**src/rtl/gb_loader_pkg.sv**
```systemverilog
`default_nettype none
// +----------------------------------------------------------------------+
// | gb_loader_pkg: shared constants and state types for the ROM loader   |
// | Revision: 1.0                                                        |
// +----------------------------------------------------------------------+
package gb_loader_pkg;

  localparam logic [23:0] HDR_CSUM_FIRST = 24'h000134;
  localparam logic [23:0] HDR_CGB        = 24'h000143;
  localparam logic [23:0] HDR_CART       = 24'h000147;
  localparam logic [23:0] HDR_ROM        = 24'h000148;
  localparam logic [23:0] HDR_RAM        = 24'h000149;
  localparam logic [23:0] HDR_CSUM_LAST  = 24'h00014C;
  localparam logic [23:0] HDR_CSUM       = 24'h00014D;

  localparam logic [1:0] DS_WORD = 2'b11;
  localparam logic [1:0] DS_LO   = 2'b01;

  typedef enum logic [1:0] {
    WR_IDLE = 2'd0,
    WR_REQ  = 2'd1,
    WR_WAIT = 2'd2
  } wr_state_t;

  typedef enum logic [1:0] {
    LD_IDLE  = 2'd0,
    LD_LOAD  = 2'd1,
    LD_FLUSH = 2'd2
  } ld_state_t;

endpackage
`default_nettype wire

```
**src/rtl/loader_word_fifo.sv**
```systemverilog
`default_nettype none
// +----------------------------------------------------------------------+
// | loader_word_fifo: synchronous FIFO of {addr, data, ds} write words   |
// | Revision: 1.0                                                        |
// +----------------------------------------------------------------------+
module loader_word_fifo #(
  parameter int unsigned DEPTH = 4,
  parameter int unsigned WIDTH = 41
) (
  input  logic             clk,
  input  logic             resetn,
  input  logic             clear,
  input  logic             push,
  input  logic [WIDTH-1:0] din,
  input  logic             pop,
  output logic [WIDTH-1:0] dout,
  output logic             full,
  output logic             empty
);

  localparam int unsigned c_AW = $clog2(DEPTH);

  logic [WIDTH-1:0] r_mem [DEPTH];
  logic [c_AW:0]    r_wr_ptr;
  logic [c_AW:0]    r_rd_ptr;
  logic             w_do_push;
  logic             w_do_pop;

  assign empty = (r_wr_ptr == r_rd_ptr);
  assign full  = (r_wr_ptr[c_AW] != r_rd_ptr[c_AW]) &&
                 (r_wr_ptr[c_AW-1:0] == r_rd_ptr[c_AW-1:0]);
  assign dout  = r_mem[r_rd_ptr[c_AW-1:0]];

  // A full FIFO still accepts a push when the head leaves in the same cycle
  assign w_do_pop  = pop & ~empty;
  assign w_do_push = push & (~full | w_do_pop);

  always_ff @(posedge clk or negedge resetn) begin
    if (!resetn) begin
      r_wr_ptr <= '0;
      r_rd_ptr <= '0;
    end else if (clear) begin
      r_wr_ptr <= '0;
      r_rd_ptr <= '0;
    end else begin
      if (w_do_push) r_wr_ptr <= r_wr_ptr + 1'b1;
      if (w_do_pop)  r_rd_ptr <= r_rd_ptr + 1'b1;
    end
  end

  always_ff @(posedge clk) begin
    if (w_do_push && !clear) r_mem[r_wr_ptr[c_AW-1:0]] <= din;
  end

endmodule
`default_nettype wire

```
**src/rtl/gb_rom_loader.sv**
```systemverilog
`default_nettype none
// +----------------------------------------------------------------------+
// | gb_rom_loader: packs the iosys ROM byte stream into SDRAM words and  |
// | captures/validates the GB cartridge header.  Revision: 1.0           |
// +----------------------------------------------------------------------+
module gb_rom_loader
  import gb_loader_pkg::*;
#(
  parameter logic [22:0] BASE_ADDR  = 23'h000000,
  parameter int unsigned MAX_BYTES  = 8388608,
  parameter int unsigned FIFO_DEPTH = 4
) (
  input  logic        clk,
  input  logic        resetn,
  input  logic        rom_loading,
  input  logic [7:0]  rom_do,
  input  logic        rom_do_valid,
  output logic        mem_req,
  output logic [22:0] mem_addr,
  output logic [15:0] mem_wdata,
  output logic [1:0]  mem_ds,
  input  logic        mem_ack,
  output logic        busy,
  output logic        done,
  output logic        overflow,
  output logic [22:0] rom_bytes,
  output logic [7:0]  cart_type,
  output logic [7:0]  rom_size,
  output logic [7:0]  ram_size,
  output logic [7:0]  cgb_flag,
  output logic        hdr_ok
);

  localparam int unsigned c_FW = 41;

  logic            r_loading_d, r_valid_d;
  logic [23:0]     r_cnt;
  logic [7:0]      r_lo, r_csum;
  ld_state_t       r_ld_state, w_ld_next;
  wr_state_t       r_wr_state, w_wr_next;
  logic            r_stale;
  logic            w_start, w_end, w_byte, w_room, w_accept;
  logic            w_push, w_push_tail, w_pop, w_latch, w_flush_done;
  logic [22:0]     w_push_addr;
  logic [c_FW-1:0] w_push_word, w_head;
  logic            w_full, w_empty;

  assign w_start  = rom_loading & ~r_loading_d;
  assign w_end    = ~rom_loading & r_loading_d;
  assign w_byte   = rom_do_valid & ~r_valid_d & rom_loading & r_loading_d;
  assign w_room   = (r_cnt != 24'(MAX_BYTES));
  assign w_accept = w_byte & w_room;

  assign w_push_tail = w_end & r_cnt[0] & (r_ld_state == LD_LOAD);
  assign w_push      = (w_accept & r_cnt[0]) | w_push_tail;
  // Odd offset (or odd tail) always lands on the even address just below
  assign w_push_addr = BASE_ADDR + r_cnt[22:0] - 23'd1;
  assign w_push_word = w_push_tail ? {w_push_addr, 8'h00, r_lo, DS_LO}
                                   : {w_push_addr, rom_do, r_lo, DS_WORD};

  loader_word_fifo #(
    .DEPTH (FIFO_DEPTH),
    .WIDTH (c_FW)
  ) u_fifo (
    .clk    (clk),
    .resetn (resetn),
    .clear  (w_start),
    .push   (w_push),
    .din    (w_push_word),
    .pop    (w_pop),
    .dout   (w_head),
    .full   (w_full),
    .empty  (w_empty)
  );

  assign rom_bytes = r_cnt[22:0];
  assign busy      = (r_ld_state != LD_IDLE);
  assign mem_req   = (r_wr_state == WR_REQ);

  always_ff @(posedge clk or negedge resetn) begin
    if (!resetn) begin
      r_loading_d <= 1'b0;
      r_valid_d   <= 1'b0;
      r_cnt       <= '0;
      r_lo        <= '0;
      r_csum      <= '0;
      cart_type   <= '0;
      rom_size    <= '0;
      ram_size    <= '0;
      cgb_flag    <= '0;
      hdr_ok      <= 1'b0;
      overflow    <= 1'b0;
    end else begin
      r_loading_d <= rom_loading;
      r_valid_d   <= rom_do_valid;
      if (w_start) begin
        r_cnt     <= '0;
        r_lo      <= '0;
        r_csum    <= '0;
        cart_type <= '0;
        rom_size  <= '0;
        ram_size  <= '0;
        cgb_flag  <= '0;
        hdr_ok    <= 1'b0;
        overflow  <= 1'b0;
      end else begin
        if (w_accept) begin
          r_cnt <= r_cnt + 24'd1;
          if (!r_cnt[0]) r_lo <= rom_do;
          if (r_cnt == HDR_CGB)  cgb_flag  <= rom_do;
          if (r_cnt == HDR_CART) cart_type <= rom_do;
          if (r_cnt == HDR_ROM)  rom_size  <= rom_do;
          if (r_cnt == HDR_RAM)  ram_size  <= rom_do;
          if (r_cnt >= HDR_CSUM_FIRST && r_cnt <= HDR_CSUM_LAST)
            r_csum <= r_csum - rom_do - 8'd1;
          if (r_cnt == HDR_CSUM) hdr_ok <= (rom_do == r_csum);
        end
        if ((w_byte && !w_room) || (w_push && w_full && !w_pop))
          overflow <= 1'b1;
      end
    end
  end

  always_ff @(posedge clk or negedge resetn) begin
    if (!resetn) begin
      r_ld_state <= LD_IDLE;
      done       <= 1'b0;
    end else begin
      r_ld_state <= w_ld_next;
      if (w_start)           done <= 1'b0;
      else if (w_flush_done) done <= 1'b1;
    end
  end

  always_comb begin
    w_ld_next    = r_ld_state;
    w_flush_done = 1'b0;
    if (w_start) begin
      w_ld_next = LD_LOAD;
    end else begin
      case (r_ld_state)
        LD_LOAD:  if (w_end) w_ld_next = LD_FLUSH;
        LD_FLUSH: if (w_empty && r_wr_state == WR_IDLE) begin
          w_ld_next    = LD_IDLE;
          w_flush_done = 1'b1;
        end
        default:  w_ld_next = r_ld_state;
      endcase
    end
  end

  // A request in flight across a new load start no longer owns the FIFO head
  always_ff @(posedge clk or negedge resetn) begin
    if (!resetn) begin
      r_wr_state <= WR_IDLE;
      r_stale    <= 1'b0;
      mem_addr   <= '0;
      mem_wdata  <= '0;
      mem_ds     <= '0;
    end else begin
      r_wr_state <= w_wr_next;
      if (w_latch) begin
        r_stale                       <= 1'b0;
        {mem_addr, mem_wdata, mem_ds} <= w_head;
      end else if (w_start) begin
        r_stale <= 1'b1;
      end
    end
  end

  always_comb begin
    w_wr_next = r_wr_state;
    w_pop     = 1'b0;
    w_latch   = 1'b0;
    case (r_wr_state)
      WR_IDLE: if (!w_empty && !w_start) begin
        w_wr_next = WR_REQ;
        w_latch   = 1'b1;
      end
      WR_REQ: if (mem_ack) begin
        w_wr_next = WR_WAIT;
        w_pop     = ~r_stale;
      end
      WR_WAIT: w_wr_next = WR_IDLE;
      default: w_wr_next = WR_IDLE;
    endcase
  end

endmodule
`default_nettype wire

```
**config.mk**
```make
export PLATFORM = sky130hd
export DESIGN_NAME = gb_rom_loader
export DESIGN_NICKNAME = d
export VERILOG_FILES = /design/src/rtl/gb_loader_pkg.sv /design/src/rtl/loader_word_fifo.sv /design/src/rtl/gb_rom_loader.sv
export SDC_FILE = /design/constraint.sdc
export NUM_CORES = 1
export LEC_CHECK = 0
export BUFFER_PORTS_ARGS = -buffer_cell sky130_fd_sc_hd__buf_2
export CAP_MARGIN = 0
export CORE_ASPECT_RATIO = 0.6
export CORE_MARGIN = 5
export CORE_UTILIZATION = 60
export CTS_BUF_LIST = sky130_fd_sc_hd__clkbuf_2 sky130_fd_sc_hd__clkbuf_4 sky130_fd_sc_hd__clkbuf_8
export DETAILED_ROUTE_END_ITERATION = 10
export PLACE_DENSITY = 0.8
export SLEW_MARGIN = 20
export SYNTH_ARGS = -nofsm -noshare
export SYNTH_HDL_FRONTEND = slang
export SYNTH_SLANG_ARGS = --single-unit
export TNS_END_PERCENT = 5
```
**constraint.sdc**
```tcl
create_clock -name clk -period 5.48 [get_ports clk]
set_clock_uncertainty 0.1 [all_clocks]
set_input_delay 0.548 -clock clk [delete_from_list [all_inputs] [get_ports clk]]
set_output_delay 0.548 -clock clk [all_outputs]
set_load 0.005 [all_outputs]
```
==> results of run 1 <==
==> area by class of cell <==
type / instances / area share
Inverter: 28 / 0.007522
Sequential cell: 289 / 0.5751
Clock buffer: 66 / 0.05651
Multi-Input combinational cell: 481 / 0.2846
Tap cell: 273 / 0.02445
Timing Repair Buffer: 121 / 0.04522
Clock inverter: 9 / 0.006627
==> logic make-up (layout without fill, tap and decap cells) <==
logic type                 after synthesis  count (layout)  synth area share
AOI/OAI and AO/OA                       94              94           0.04500
xor gates and xnor gates                43              43           0.03024
adders and majority gates               20              20           0.02069
buffers and inverters                  100             224           0.03817
DFF                                    289             289            0.6449
muxes                                  102             102            0.1263
and+or+nand+nor                        222             222           0.09473
==> report_power, final <==
group	leakage (µW)	switching, µW	internal [µW]
Clock	0.000468	794	1010
Combinational	0.00192	318	316
Sequential	0.00312	99.5	2510
Total	0.00551	1210	3830
==> layer usage <==
metal | global-route usage | vias to the layer above | share of wire
met5 | 0 | - | 0
met2 | 0.3228 | 287 | 0.43
met4 | 0.05580 | 0 | 0.019
met3 | 0.06523 | 48 | 0.081
li1 | - | 3387 | -
met1 | 0.3702 | 3820 | 0.47
==> synthesized netlist by cell type (2+ instances only) <==
| cell type | n | share of area |
|---|---|---|
| o211ai_1 | 6 | 0.0036 |
| nand2b_1 | 9 | 0.0045 |
| nand3_1 | 44 | 0.018 |
| and4_1 | 4 | 0.0028 |
| or3_1 | 2 | 0.0010 |
| a21oi_1 | 19 | 0.0076 |
| edfxtp_1 | 160 | 0.39 |
| xor2_1 | 16 | 0.011 |
| buf_4 | 23 | 0.014 |
| a31oi_1 | 2 | 0.0010 |
| and3_1 | 3 | 0.0015 |
| o2111ai_1 | 3 | 0.0021 |
| nor4_1 | 10 | 0.0050 |
| or2_2 | 3 | 0.0015 |
| nor3_1 | 16 | 0.0064 |
| mux4_2 | 40 | 0.072 |
| buf_1 | 6 | 0.0018 |
| and3b_1 | 2 | 0.0014 |
| nand2_1 | 52 | 0.016 |
| inv_1 | 28 | 0.0084 |
| nor2b_1 | 2 | 0.0010 |
| mux2_2 | 41 | 0.037 |
| o21a_1 | 5 | 0.0030 |
| xnor2_1 | 27 | 0.019 |
| o31ai_1 | 8 | 0.0048 |
| nor4_4 | 2 | 0.0034 |
| and2_1 | 6 | 0.0030 |
| mux2i_1 | 21 | 0.017 |
| nor3b_1 | 3 | 0.0018 |
| nor2_1 | 37 | 0.011 |
| buf_2 | 4 | 0.0016 |
| clkbuf_1 | 37 | 0.011 |
| or4_1 | 3 | 0.0018 |
| dfrtp_1 | 129 | 0.26 |
| o21ai_0 | 42 | 0.017 |
| o41ai_1 | 2 | 0.0014 |
| nand4_1 | 14 | 0.0070 |
| ha_1 | 19 | 0.019 |
==> per-stage QoR <==
step | hold slack [ns] | power [µW]
finish | -0.03014 | 5044
global route | 0.02344 | 5282
CTS | 0.0002461 | 5087
detailed placement | 0.3519 | 3296
global placement | 0.3437 | 3267
floorplan | 0.1524 | 2985
==> state kept, by name, summed over array words and instances, names as in the netlist <==
signal and count:
r_wr_state 2, u_fifo.r_wr_ptr 3, hdr_ok 1, overflow 1, mem_ds 2, r_valid_d 1, r_stale 1, mem_wdata 16
mem_addr 23, rom_size 8, done 1, r_ld_state 2, r_lo 8, cgb_flag 8, u_fifo.r_rd_ptr 3, r_loading_d 1
u_fifo.r_mem 160, cart_type 8, ram_size 8, r_cnt 24, r_csum 8
==> critical path: stages, from the launching register on <==
cell,delay (ns)
dfrtp_1,0.73
inv_1,0.29
ha_1,0.31
nor4bb_1,0.16
nand4_1,0.21
o21ai_0,0.14
buf_4,0.23
a21oi_4,0.54
buf_4,0.48
==> final timing paths <==
check,start,to,slack (ns),cells after the start
setup / recovery,r_cnt[0],u_fifo.r_mem[3][31],1.94,8
hold / removal,resetn,mem_wdata[3],-0.03,1
setup reg to reg,r_cnt[0],u_fifo.r_mem[3][31],1.94,8
hold reg to reg,mem_ds[0],mem_ds[0],0.37,1
max in group asynchronous,resetn,mem_addr[22],4.20,2
min in group clk,rom_do_valid,r_valid_d,0.04,1
==> impl_metrics.env, run 1 <==
export IMPL_worstSetupPathType="flip-flop to flip-flop"
export IMPL_wl_per_cell_um=21.54
export IMPL_die_w_um=196.0
export IMPL_drc_errors=0
export IMPL_power_density_mw_per_mm2=361.0
export IMPL_seq_area_mm2=0.008035
export IMPL_period_needed_ns=3.545
export IMPL_setup_viol=0
export IMPL_holdBufCountCts=0
export IMPL_final_cell_mix="edfxtp_1, dfrtp_1, buf_2"
export IMPL_num_antenna_cells=0
export IMPL_path_clk_slew_ns=0.07
export IMPL_finalNetCount=995
export IMPL_fin_cells=1267
export IMPL_antenna_found_initial=0
export IMPL_die_area_mm2=0.02384
export IMPL_place_inst=1192
export IMPL_io_pins=114
export IMPL_finalHoldViolCount=28
export IMPL_fin_util=0.6910
export IMPL_synth_seq_area_share=0.6449
export IMPL_power_leakage_uw=0.005511
export IMPL_initial_utilization=0.6160
export IMPL_fin_crit_sh=0.6469
export IMPL_first_iter_violations=665
export IMPL_cts_sinks=289
export IMPL_ys_types=58
export IMPL_die_h_um=121.6
export IMPL_fillers=1405
export IMPL_wl_mm=27.29
export IMPL_start_kind="flip-flop"
export IMPL_layout_cells_most_common="edfxtp_1"
export IMPL_cp_arrival_ns=3.64
export IMPL_max_freq_mhz=282.1
export IMPL_gp_congestion=0.8943
export IMPL_first_pass_iters=5
export IMPL_grt_overflow=0
export IMPL_dp_hpwl_mm=17.72
export IMPL_num_rows=40
export IMPL_htreeDepth=2
export IMPL_numCtsBuffers=41
export IMPL_postPlaceCellArea_mm2=0.01309
export IMPL_tns_ns=0
export IMPL_port_buffers=113
export IMPL_synth_cell_area_mm2=0.01246
export IMPL_cts_resized=0
export IMPL_antenna_left=0
export IMPL_stdcell_area_mm2=0.01397
export IMPL_drive_above_1_share=0.2928
export IMPL_grt_pass1_vias=7455
export IMPL_vias=7542
export IMPL_syn_nets=903
export IMPL_grt_usage=0.2334
export IMPL_cts_tree="done"
export IMPL_crit_required_ns=5.57
export IMPL_synth_flop_cell="edfxtp_1"
export IMPL_async_flop_share=0.4464
export IMPL_worstMarginPinSlew_ns=1.107
export IMPL_ir_drop_mv=0.2840
export IMPL_grt_max_degree=83
export IMPL_via_per_inst=5.953
export IMPL_crit_path_end_kind="flip-flop"
export IMPL_setup_slack_ns=1.935
export IMPL_max_slew_margin_rel=0.2602
export IMPL_syn_inst=870
export IMPL_dpl_worst_slack_ns=1.762
export IMPL_multi_input_area_mm2=0.003976
export IMPL_maxCapViolCount=0
export IMPL_critPathMaxFanout=24
export IMPL_failed_checks="negative hold slack"
export IMPL_synth_edff_count=160
export IMPL_syn2layout_area_growth_pct=12.18
export IMPL_post_cts_buffers=0
export IMPL_slew_violations=0
export IMPL_postSynthAreaPerCell_um2=14.32
export IMPL_root_buffer="clkbuf_8"
export IMPL_hp_class="input pin to async pin"
export IMPL_ys_warnings_count=0
export IMPL_cts_buffer_depth=3
export IMPL_status="finished, violations left"
export IMPL_core_area_mm2=0.02022
export IMPL_rsz0062_at_grt="false"
export IMPL_ys_seq_elements=289
export IMPL_hold_ws_ns=-0.03014
export IMPL_insertion_delay_ns=0.54
export IMPL_grt_pass1_wl_mm=43.33
Note: power is estimated with default switching activity, not from simulation.
==> inputs of run 2 (changes only) <==
==> constraint.sdc (replaced) <==
create_clock -name clk -period 3.42 [get_ports clk]
set_clock_uncertainty 0.1 [all_clocks]
set_input_delay 0.342 -clock clk [delete_from_list [all_inputs] [get_ports clk]]
set_output_delay 0.342 -clock clk [all_outputs]
set_load 0.005 [all_outputs]
==> impl_metrics.env, run 2 (same netlist as run 1, synthesis figures left out) <==
export IMPL_status="completed"
export IMPL_dp_hpwl_mm=17.97
export IMPL_final_cell_mix="edfxtp_1, dfrtp_1, buf_2"
export IMPL_crit_path_end_kind="flip-flop"
export IMPL_slew_violations=0
export IMPL_place_inst=1215
export IMPL_cts_resized=0
export IMPL_period_needed_ns=3.098
export IMPL_via_per_inst=5.932
export IMPL_cts_tree="done"
export IMPL_maxCapViolCount=0
export IMPL_setup_slack_ns=0.3215
export IMPL_antenna_found_initial=0
export IMPL_path_buf_inv=3
export IMPL_num_antenna_cells=0
export IMPL_crit_end="u_fifo.r_mem[3][35]"
export IMPL_layout_cells_most_common="edfxtp_1"
export IMPL_syn2layout_area_growth_pct=13.97
export IMPL_worstSetupPathType="flip-flop to flip-flop"
export IMPL_finalHoldViolCount=0
export IMPL_initial_utilization=0.6160
export IMPL_critPathMaxFanout=25
export IMPL_path_depth=8
export IMPL_ff2ff_path_depth=8
export IMPL_io_pins=114
export IMPL_reg2reg_slack_ns=0.32
export IMPL_rr_startpoint="r_cnt[1]"
export IMPL_total_power_uw=8024
export IMPL_setup_viol=0
export IMPL_die_h_um=121.6
export IMPL_drc_errors=0
export IMPL_path_clk_slew_ns=0.07
export IMPL_port_buffers=113
export IMPL_fin_crit_sh=0.9060
export IMPL_hold_ws_ns=0.04463
export IMPL_grt_overflow=0
export IMPL_power_leakage_uw=0.005641
export IMPL_tns_ns=0
export IMPL_first_pass_iters=5
export IMPL_cts_sinks=289
export IMPL_cts_buffer_depth=3
export IMPL_grt_pass1_wl_mm=43.84
export IMPL_rsz0062_at_grt="false"
export IMPL_worstMarginPinSlew_ns=1.088
export IMPL_startpoint="r_cnt[1]"
export IMPL_numCtsBuffers=41
export IMPL_grt_pass1_vias=7688
export IMPL_root_buffer="clkbuf_8"
export IMPL_insertion_delay_ns=0.53
export IMPL_crit_chain="inv_1 -> ha_1 -> nor4bb_1 -> nand4_1 -> o21ai_0 -> buf_4 -> a21oi_4 -> buf_4"
export IMPL_ir_drop_mv=0.4319
export IMPL_start_kind="flip-flop"
export IMPL_crit_required_ns=3.53
export IMPL_htreeDepth=2
export IMPL_power_density_mw_per_mm2=565.2
export IMPL_max_freq_mhz=322.7
export IMPL_finalNetCount=1022
export IMPL_crit_slowest_cell="a21oi_4"
export IMPL_die_w_um=196.0
export IMPL_cp_arrival_ns=3.20
export IMPL_fin_cells=1294
export IMPL_max_slew_margin_rel=0.2741
export IMPL_core_area_mm2=0.02022
export IMPL_die_area_mm2=0.02384
export IMPL_drive_above_1_share=0.3105
export IMPL_grt_max_degree=46
export IMPL_crit_path_max_incr_delay_ns=0.82
export IMPL_crit_family="compound AO/OA/AOI/OAI gates"
export IMPL_gp_congestion=0.8603
export IMPL_largest_register_ffs=160
export IMPL_hp_class="input pin to flip-flop"
export IMPL_grt_usage=0.2348
export IMPL_dpl_worst_slack_ns=0.3389
export IMPL_antenna_left=0
export IMPL_first_iter_violations=658
export IMPL_num_rows=40
export IMPL_r2r_end="u_fifo.r_mem[3][35]"
export IMPL_cpMostUsedCell="buf_4"
export IMPL_vias=7676
export IMPL_wl_mm=27.39
export IMPL_wl_per_cell_um=21.17
## run 2: cell count changes in the layout (fill, tap and decap cells not counted), sizes merged
cell,previous run,this run
buf,121,144
dlygate4sd3,0,4
clkinv,6,4
inv,28,30
bufinv,2,1
clkbuf,66,67
## run 2: report_power, final
group / switching (µW) / internal [µW] / total [µW]
clock: 1280 / 1530 / 2810
sequential: 152 / 4020 / 4170
combinational: 518 / 519 / 1040
## run 2: area by class of cell
cell class / instances / area [µm²]
sequential: 289 / 8035
inverter: 28 / 105.1
tap: 273 / 341.6
clock inverter: 8 / 72.57
timing repair buffer: 148 / 882.1
fill: 1368 / 6023
clock buffer: 67 / 784.5
multi-input combinational: 481 / 3975
## run 2: per-layer routing
layer / up-vias / global-route usage / wire length [µm] / part of all wire
met5: - / 0 / 0 / 0
met4: 0 / 0.04577 / 310 / 0.011
li1: 3440 / - / - / -
met1: 3906 / 0.3744 / 13080 / 0.48
met2: 301 / 0.3318 / 11690 / 0.43
met3: 29 / 0.06025 / 2309 / 0.084
## run 2: timing repair
item                                    4_1_cts  5_1_grt
hold endpoints to repair                     46        0
hold buffers                                  4        0
endpoints found under the setup margin        0        0
setup buffers                                 0        0
## run 2: worst min-delay path by stage
| stage | start | end | slack, ns | cells after the start |
|---|---|---|---|---|
| after floorplan | resetn | cart_type[0] | -0.05 | 0 |
| after global placement | resetn | mem_wdata[3] | 0.19 | 1 |
| after detailed placement | resetn | mem_wdata[3] | 0.20 | 1 |
| after CTS | rom_do[0] | r_lo[0] | 0.02 | 3 |
| after global routing | rom_do[2] | r_lo[2] | 0.04 | 3 |
| final | rom_do[0] | r_lo[0] | 0.04 | 3 |
## run 2: tightest hold or removal path, delay by kind of cell
kind | cells | cell delay, ns
buffers and inverters | 2 | 0.21
multiplexers | 1 | 0.08
## run 2: through the flow
step / util / area [µm²]
final: 0.7021 / 14200
after global routing: 0.7021 / 14200
after CTS: 0.7020 / 14190
after detailed placement: 0.6576 / 13300
after global placement: 0.6576 / 13300
after floorplan: - / 12460
==> inputs of run 3 (changes only) <==
--- a/config.mk
+++ b/config.mk
@@ -13,6 +13,7 @@
 export CTS_BUF_LIST = sky130_fd_sc_hd__clkbuf_2 sky130_fd_sc_hd__clkbuf_4 sky130_fd_sc_hd__clkbuf_8
 export DETAILED_ROUTE_END_ITERATION = 10
 export PLACE_DENSITY = 0.8
+export RECOVER_POWER = 50
 export SLEW_MARGIN = 20
 export SYNTH_ARGS = -nofsm -noshare
 export SYNTH_HDL_FRONTEND = slang
==> constraint.sdc (replaced) <==
create_clock -name clk -period 3.3 [get_ports clk]
set_clock_uncertainty 0.1 [all_clocks]
set_input_delay 0.33 -clock clk [delete_from_list [all_inputs] [get_ports clk]]
set_output_delay 0.33 -clock clk [all_outputs]
set_load 0.005 [all_outputs]
==> impl_metrics.env, run 3 (same netlist as run 1, synthesis figures left out) <==
export IMPL_cts_tree="done"
export IMPL_cts_buffer_depth=3
export IMPL_wl_met2_mm=12.18
export IMPL_start_kind="flip-flop"
export IMPL_cts_sinks=289
export IMPL_grt_usage=0.2369
export IMPL_largest_register_ffs=160
export IMPL_htreeDepth=2
export IMPL_vias=7628
export IMPL_die_w_um=196.0
export IMPL_grt_pass1_wl_mm=44.30
export IMPL_port_buffers=113
export IMPL_worstMarginPinSlew_ns=1.677
export IMPL_gp_congestion=0.9110
export IMPL_num_antenna_cells=0
export IMPL_numCtsBuffers=41
export IMPL_power_density_mw_per_mm2=586.9
export IMPL_status="finished, violations left"
export IMPL_drc_errors=0
export IMPL_cp_arrival_ns=3.22
export IMPL_ir_drop_mv=0.4415
export IMPL_period_needed_ns=3.020
export IMPL_drive_above_1_share=0.2409
export IMPL_layout_cells_most_common="edfxtp_1"
export IMPL_worstSetupPathType="flip-flop to flip-flop"
export IMPL_max_freq_mhz=331.2
export IMPL_critPathMaxFanout=8
export IMPL_antenna_left=0
export IMPL_core_area_mm2=0.02022
export IMPL_first_iter_violations=627
export IMPL_p_sw_uw=2019
export IMPL_failed_checks="max-capacitance violations, max-slew violations"
export IMPL_fin_crit_sh=0.9151
export IMPL_insertion_delay_ns=0.53
export IMPL_route_met3_wl_mm=1.860
export IMPL_maxCapViolCount=2
export IMPL_rsz0062_at_grt="false"
export IMPL_power_frac_comb=0.125
export IMPL_tns_ns=0
export IMPL_top_layer="met4"
export IMPL_wl_per_cell_um=21.36
export IMPL_power_leakage_uw=0.005363
export IMPL_hp_class="input pin to flip-flop"
export IMPL_path_clk_slew_ns=0.07
export IMPL_first_pass_iters=5
export IMPL_grt_max_degree=67
export IMPL_setup_viol=0
export IMPL_final_cell_mix="edfxtp_1, dfrtp_1, clkbuf_1"
export IMPL_root_buffer="clkbuf_8"
export IMPL_p_int_uw=6227
export IMPL_grt_pass1_vias=7836
export IMPL_io_pins=114
export IMPL_wl_met1_mm=13.11
export IMPL_cts_resized=0
export IMPL_switching_share=0.2449
export IMPL_total_power_uw=8246
export IMPL_initial_utilization=0.6160
export IMPL_grt_overflow=0
export IMPL_wl_mm=27.64
export IMPL_max_slew_margin_rel=-0.1181
export IMPL_via_per_inst=5.895
export IMPL_dp_hpwl_mm=18.37
export IMPL_die_area_mm2=0.02384
export IMPL_slew_violations=105
export IMPL_hold_ws_ns=0.04618
export IMPL_p_seq_frac=0.525
export IMPL_num_rows=40
export IMPL_syn2layout_area_growth_pct=12.80
export IMPL_finalHoldViolCount=0
export IMPL_finalNetCount=1021
export IMPL_antenna_found_initial=1
export IMPL_clkPwrFrac=0.350
export IMPL_die_h_um=121.6
export IMPL_crit_path_end_kind="flip-flop"
export IMPL_crit_required_ns=3.50
run 3: path summary, 6_finish.rpt:
path,end,slack (ns),start,depth (start not counted)
max,u_fifo.r_mem[0][32],0.28,r_cnt[0],7
min,r_lo[3],0.05,rom_do[3],3
max reg2reg,u_fifo.r_mem[0][32],0.28,r_cnt[0],7
min reg2reg,mem_ds[0],0.39,mem_ds[0],1
max in group asynchronous,mem_addr[20],0.68,resetn,3
min in group asynchronous,mem_wdata[7],0.62,resetn,2
run 3: metal layers:
metal / up-vias / GRT usage
li1: 3447 / -
met1: 3878 / 0.3722
met2: 260 / 0.3478
met3: 43 / 0.04616
met4: 0 / 0.05449
met5: - / 0
run 3: what timing repair did:
| action | in CTS | in global routing |
|---|---|---|
| buffers inserted | 0 | 0 |
| endpoints found under the hold margin | 62 | 0 |
| hold buffers | 4 | 0 |
run 3: per-stage QoR:
stage	cells	util	setup slack (ns)	cell area [µm²]
floorplan	870	-	0.07337	12460
global placement	1214	0.6572	0.3269	13290
detailed placement	1214	0.6572	0.1590	13290
CTS	1294	0.7014	0.1315	14180
global route	1294	0.6949	0.05099	14050
finish	1294	0.6949	0.2802	14050
run 3: critical path, cell delays in order, from the launching register on:
cell	delay, ns
dfrtp_1	0.38
inv_1	0.20
ha_1	0.23
or3b_1	0.44
or4_1	0.58
nor4_1	0.43
nand2_1	0.13
xnor2_1	0.31
run 3: area by class of cell:
cell class / instances / area, µm²
flip-flops and latches: 289 / 8035
fillers: 1436 / 6170
multi-input cells: 481 / 3981
clock buffers: 71 / 827.0
repair buffers: 147 / 734.5
well taps: 273 / 341.6
inverters: 28 / 105.1
clock inverters: 5 / 25.02
run 3: power by group through the flow:
| stage | registers [µW] | logic (µW) | clock network [µW] |
|---|---|---|---|
| final | 4330 | 1030 | 2880 |
| after global routing | 4370 | 1150 | 3120 |
| after CTS | 4330 | 1110 | 2940 |
| after detailed placement | 4400 | 1090 | 0 |
| after global placement | 4380 | 1050 | 0 |
| after floorplan | 4410 | 552 | 0 |
